### src/rtl/array_arbiter_pkg.sv
// array_arbiter_pkg: shared sizes, op encoding and FSM states for the array allocator
package array_arbiter_pkg;
  localparam int MemoryElementWidth = 12;
  localparam int NArrays = 200;
  typedef enum logic {OpAlloc = 1'b0, OpFree = 1'b1} opE;
  typedef enum logic [1:0] {Idle, Service, Grant} stateE;
  function automatic int idxWidth(input int n);
    return n > 1 ? $clog2(n) : 1;
  endfunction
endpackage

### src/rtl/array_arbiter_rr_select.sv
// rr_select: round-robin pick starting one past the previous winner
module rr_select #(
  parameter int NRequesters = 4,
  parameter int IdxW = 2
) (
  input  logic [NRequesters-1:0] req,
  input  logic [IdxW-1:0]        lastWinner,
  output logic [IdxW-1:0]        winner,
  output logic                   any
);
  always_comb begin
    int j;
    j = 0;
    winner = lastWinner;
    // walk offsets farthest-first so the nearest requester overwrites last
    for (int i = NRequesters; i >= 1; i--) begin
      j = int'(lastWinner) + i;
      if (j >= NRequesters) j -= NRequesters;
      if (req[IdxW'(j)]) winner = IdxW'(j);
    end
  end
  assign any = |req;
endmodule

### src/rtl/array_arbiter.sv
// array_arbiter: round-robin shared allocator of array numbers with a freed-number stack
module array_arbiter #(
  parameter int MemoryElementWidth = array_arbiter_pkg::MemoryElementWidth,
  parameter int NArrays = array_arbiter_pkg::NArrays,
  parameter int NRequesters = 4
) (
  input  logic                                  clock,
  input  logic                                  reset,
  input  logic [NRequesters-1:0]                req,
  input  logic [NRequesters-1:0]                op,
  input  logic [NRequesters*MemoryElementWidth-1:0] freeArray,
  output logic [NRequesters-1:0]                grant,
  output logic [MemoryElementWidth-1:0]         arrayOut,
  output logic                                  error,
  output logic                                  clearSize,
  output logic [MemoryElementWidth-1:0]         inUse,
  output logic [MemoryElementWidth-1:0]         allocs
);
  import array_arbiter_pkg::*;
  localparam int W = MemoryElementWidth;
  localparam int IdxW = idxWidth(NRequesters);
  localparam int StackW = idxWidth(NArrays);
  typedef logic [W-1:0] elemT;
  localparam elemT Limit = elemT'(NArrays);
  stateE state, nextState;
  logic [IdxW-1:0] lastWinner, winner, pick;
  logic any, allocOk, freeOk, errFlag, clrFlag;
  opE curOp;
  elemT curFree, nextFresh, stackTop, result;
  elemT stack [NArrays];
  logic [StackW-1:0] topIdx, pushIdx;

  rr_select #(.NRequesters(NRequesters), .IdxW(IdxW)) uSelect (
    .req(req),
    .lastWinner(lastWinner),
    .winner(pick),
    .any(any)
  );

  assign allocOk = stackTop != '0 || nextFresh != Limit;
  assign freeOk = curFree < nextFresh && inUse != '0;
  assign topIdx = StackW'(stackTop - 1'b1);
  assign pushIdx = StackW'(stackTop);

  always_ff @(posedge clock or negedge reset)
    if (!reset) state <= Idle;
    else state <= nextState;

  always_comb nextState = state == Idle ? (any ? Service : Idle) : state == Service ? Grant : Idle;

  always_comb begin
    grant = '0;
    if (state == Grant) grant[winner] = 1'b1;
    error = state == Grant && errFlag;
    clearSize = state == Grant && clrFlag;
    arrayOut = state == Grant ? result : '0;
  end

  always_ff @(posedge clock or negedge reset)
    if (!reset) begin
      lastWinner <= IdxW'(NRequesters - 1);
      winner <= '0;
      curOp <= OpAlloc;
      curFree <= '0;
      nextFresh <= '0;
      stackTop <= '0;
      inUse <= '0;
      allocs <= '0;
      result <= '0;
      errFlag <= 1'b0;
      clrFlag <= 1'b0;
    end else begin
      allocs <= inUse > allocs ? inUse : allocs;
      if (state == Idle && any) begin
        winner <= pick;
        curOp <= opE'(op[pick]);
        curFree <= freeArray[pick*W +: W];
      end
      if (state == Grant) lastWinner <= winner;
      if (state == Service && curOp == OpAlloc) begin
        errFlag <= !allocOk;
        clrFlag <= allocOk;
        result <= stackTop != '0 ? stack[topIdx] : allocOk ? nextFresh : '0;
        if (stackTop != '0) stackTop <= stackTop - 1'b1;
        else if (allocOk) nextFresh <= nextFresh + 1'b1;
        if (allocOk) inUse <= inUse + 1'b1;
      end
      if (state == Service && curOp == OpFree) begin
        errFlag <= !freeOk;
        clrFlag <= 1'b0;
        result <= curFree;
        if (freeOk) begin
          stackTop <= stackTop + 1'b1;
          inUse <= inUse - 1'b1;
        end
      end
    end

  always_ff @(posedge clock)
    if (state == Service && curOp == OpFree && freeOk) stack[pushIdx] <= curFree;
endmodule

### config.mk
export PLATFORM = sky130hd
export DESIGN_NAME = array_arbiter
export DESIGN_NICKNAME = d
export VERILOG_FILES = /design/src/rtl/array_arbiter_pkg.sv /design/src/rtl/array_arbiter_rr_select.sv /design/src/rtl/array_arbiter.sv
export SDC_FILE = /design/constraint.sdc
export NUM_CORES = 2
export LEC_CHECK = 0
export ABC_AREA = 1
export CORE_AREA = 3 3 457 459
export CTS_CLUSTER_DIAMETER = 150
export DETAILED_ROUTE_END_ITERATION = 12
export DIE_AREA = 0 0 460 462
export PLACE_DENSITY = 0.65
export SYNTH_ARGS = -nofsm -noshare
export SYNTH_HDL_FRONTEND = slang
export SYNTH_SLANG_ARGS = --single-unit
export TNS_END_PERCENT = 20
### constraint.sdc
create_clock -name clock -period 11.27 [get_ports clock]
set_clock_uncertainty 0.05 [all_clocks]
set_input_delay 1.6905 -clock clock [delete_from_list [all_inputs] [get_ports clock]]
set_output_delay 1.6905 -clock clock [all_outputs]
set_load 0.005 [all_outputs]
==> metrics.cfg <==
[outcome]
status=completed

[pwr]
intPower_w=0.0195
swShare_pct=43.9
powerDensity_mw_per_mm2=307
ir_worst_vdd_mv=0.308
p_comb_share_pct=43.2
switchingPower_w=0.0153
clkPwrFrac_pct=22.3
power_frac_seq_pct=34.5
power.leakage_nw=39.5

[setup_path]
r2r_start=stackTop[0]
timing.rr.end=result[3]
slowest_stage=dfrtp_4
crit_top_cell=nand3_1
endpoint_kind=flop
worstSetupPathType=reg2reg
path_max_fanout=137
arrival_ns=7.01
rrSetupSlack_ns=4.99
crit_family=buffers and inverters
required_ns=12.00
critPathMaxStageDelay_ns=0.90
r2r_cells=16
path_cells=inv_8 > ha_4 > buf_4 > buf_4 > buf_4 > nand3_1 > nand3_1 > nand3_1 > nand3_1 > nand3_1 > nand3_1 > nand2_1 > nand2_1 > nand2_1 > nand2_1 > a21oi_1
worst_setup_path_start_kind=flop
cp.buffers_inverters=4

[route]
remaining_drc_errors=0
post_drt_wl_per_cell_um=25.1
finalWirelength_um=291000
drt-initial-drc-count=9551
firstDrtPassIters=10
antenna_left=0
via_per_inst=5.99
num_vias=69300

[floorplan]
boundaryPins=100
rows=166
dieArea_sq_mm=0.213
die_x_um=460
coreArea_sq_mm=0.205
start_util_pct=49.9
dieHeight_um=462

[clock_tree]
cts_tree=yes
cts_buffers=239
h-tree-depth=4
path_clk_slew_ns=0.07
hold_buffers=0
cts_resized=0
clock_latency_ns=0.90
postCtsSetupRepairBufs=0
cts.path.max_buffers=3
clockRootBuffer=clkbuf_16
cts_sinks=2481

[synthesis]
syn-num-nets=8790
syn_avg_cell_area_sq_um=11.8
yosys_warnings=0
ys_seq_area_share_pct=72.5
netlist-cell-type-count=51
synth-async-reset-ratio_pct=3.26
ys_seq_elements=2481
ys.flop_type=edfxtp_1
syn_inst=8700
synth_top_area_share_pct=70.5
netlist_area_sq_mm=0.102
synth.area.top_cells=edfxtp_1, nand3_1, nand2_1, dfrtp_1, nor2_1
synth_top_area_cell=edfxtp_1
synth_edf_count=2400
synth.most_common_cell=edfxtp_1
synth_commonest_cells=edfxtp_1, nand2_1, nand3_1, nor2_1, buf_2

[global_routing]
antenna_found_initial=8
overflow=0
grt_pass1_wl_um=430000
grt_pass1_vias=65400
grt_max_degree=194
grt_use_total_pct=26.9

[hold_path]
hold_depth=2
hold_class=reg2reg
worstHoldStart=allocs[10]
whs_endpoint=allocs[10]

[placement]
dp.cells=11100
gp_congestion=0.911
place_hpwl_um=159000
port_buffers=99

[run]
maxCapViolCount=0

[sta]
worst_pin_slew_ns=1.47
slew_viol_final=0
max-slew-margin-rel_pct=1.49
period_share_pct=55.7
period_needed_ns=6.28
rsz0062_at_grt=no
hold_violations=0
setup_viol=0
max_freq_ghz=0.159
fin_setup_tns_ns=0

[final_layout]
multi_input_area_sq_mm=0.0250
register_area_sq_mm=0.0741
area_growth_pct=10.9
final_layout_size_suffix_gt1_share_pct=7.31
final_cells=11600
nFillCells=16900
num-nets-final=8767

==> sequential cells by signal (all words and copies together) (netlist names) <==
name,count
clrFlag,1
result,12
state,2
winner,2
lastWinner,2
curFree,12
errFlag,1
allocs,12
nextFresh,12
stackTop,12
curOp,1
stack,2400
inUse,12
==> worst register-to-register path, stage by stage, from the launching register on <==
cell and delay [ns]:
dfrtp_4 0.90, inv_8 0.47, ha_4 0.93, buf_4 0.84, buf_4 0.87, buf_4 0.70
nand3_1 0.23, nand3_1 0.15, nand3_1 0.10, nand3_1 0.21, nand3_1 0.17, nand3_1 0.20
nand2_1 0.11, nand2_1 0.07, nand2_1 0.06, nand2_1 0.09, a21oi_1 0.06
==> logic make-up after synthesis <==
family                   Yosys count  share of synthesized area, %
buffers and inverters            736                          3.30
AND/OR/NAND/NOR                 4925                          20.9
flip-flops                      2481                          72.5
adder cells (fa/ha/maj)           32                         0.392
XOR/XNOR                          34                         0.324
AO/OA/AOI/OAI                    492                          2.67
==> per-layer routing <==
metal	part of all wire, %	vias up	track usage (%)
li1	-	30900	-
met1	40	34100	38.0
met2	45	3778	40.7
met3	11	580	6.32
met4	3.8	2	10.5
met5	0.0045	-	0
==> how the worst max path moves through the flow <==
stage / start / end / slack, ns / cells after the start
after floorplan: curFree[1] / stack[128][0] / 5.85 / 10
after global placement: stackTop[0] / result[0] / 5.03 / 15
after detailed placement: stackTop[0] / result[0] / 4.99 / 15
after CTS: stackTop[0] / result[0] / 5.02 / 15
after global routing: stackTop[0] / result[0] / 4.58 / 15
final: stackTop[0] / result[3] / 4.99 / 16
==> area by class of cell <==
cell class / count / share of cell area [%]
Tap cell: 2688 / 2.97
Multi-Input combinational cell: 5483 / 22.1
Clock inverter: 145 / 1.11
Inverter: 159 / 0.542
Antenna cell: 7 / 0.0155
Timing Repair Buffer: 313 / 2.39
Clock buffer: 298 / 5.53
Sequential cell: 2481 / 65.4
==> cell usage in the layout (no fill, tap or decap), types with 10 or more instances in the layout <==
cell type,netlist,final
nand4_1,10,10
nand2_1,2326,2326
edfxtp_1,2400,2400
clkinv_2,0,42
ha_1,32,31
xor2_1,30,29
dfrtp_4,0,13
bufinv_16,0,16
clkdlybuf4s50_1,0,98
nand3_2,4,10
o211ai_1,19,19
o22ai_1,79,79
inv_2,12,10
buf_4,54,205
inv_1,142,142
nor3_1,18,12
o21ai_0,290,290
nand3_1,2035,2029
dfrtp_1,79,66
clkbuf_1,168,56
clkbuf_16,0,242
o21ai_1,12,12
a21oi_1,58,58
clkinv_1,4,69
nor2_1,488,470
o221ai_1,21,21
nor2_2,6,24
==> power groups by stage <==
stage          sequential (W)  clock (W)  combinational (W)
2_1_floorplan          0.0127          0            0.00893
3_3_place_gp           0.0122          0             0.0146
3_5_place_dp           0.0122          0             0.0148
4_1_cts                0.0120    0.00785             0.0148
5_1_grt                0.0121    0.00822             0.0162
6_report               0.0120    0.00777             0.0151
==> per-stage QoR <==
stage | utilization, % | total power [W] | cell area, sq um | worst slack, ns | hold WS, ns
detailed placement | 51.7 | 0.0270 | 106000 | 4.99 | 0.461
CTS | 55.4 | 0.0347 | 113000 | 5.02 | 0.477
finish | 55.4 | 0.0349 | 113000 | 4.99 | 0.478
global route | 55.4 | 0.0365 | 113000 | 4.58 | 0.530
global placement | 51.7 | 0.0268 | 106000 | 5.03 | 0.459
floorplan | - | 0.0216 | 102000 | 5.85 | 0.439
(Power assumes the default switching activity.)
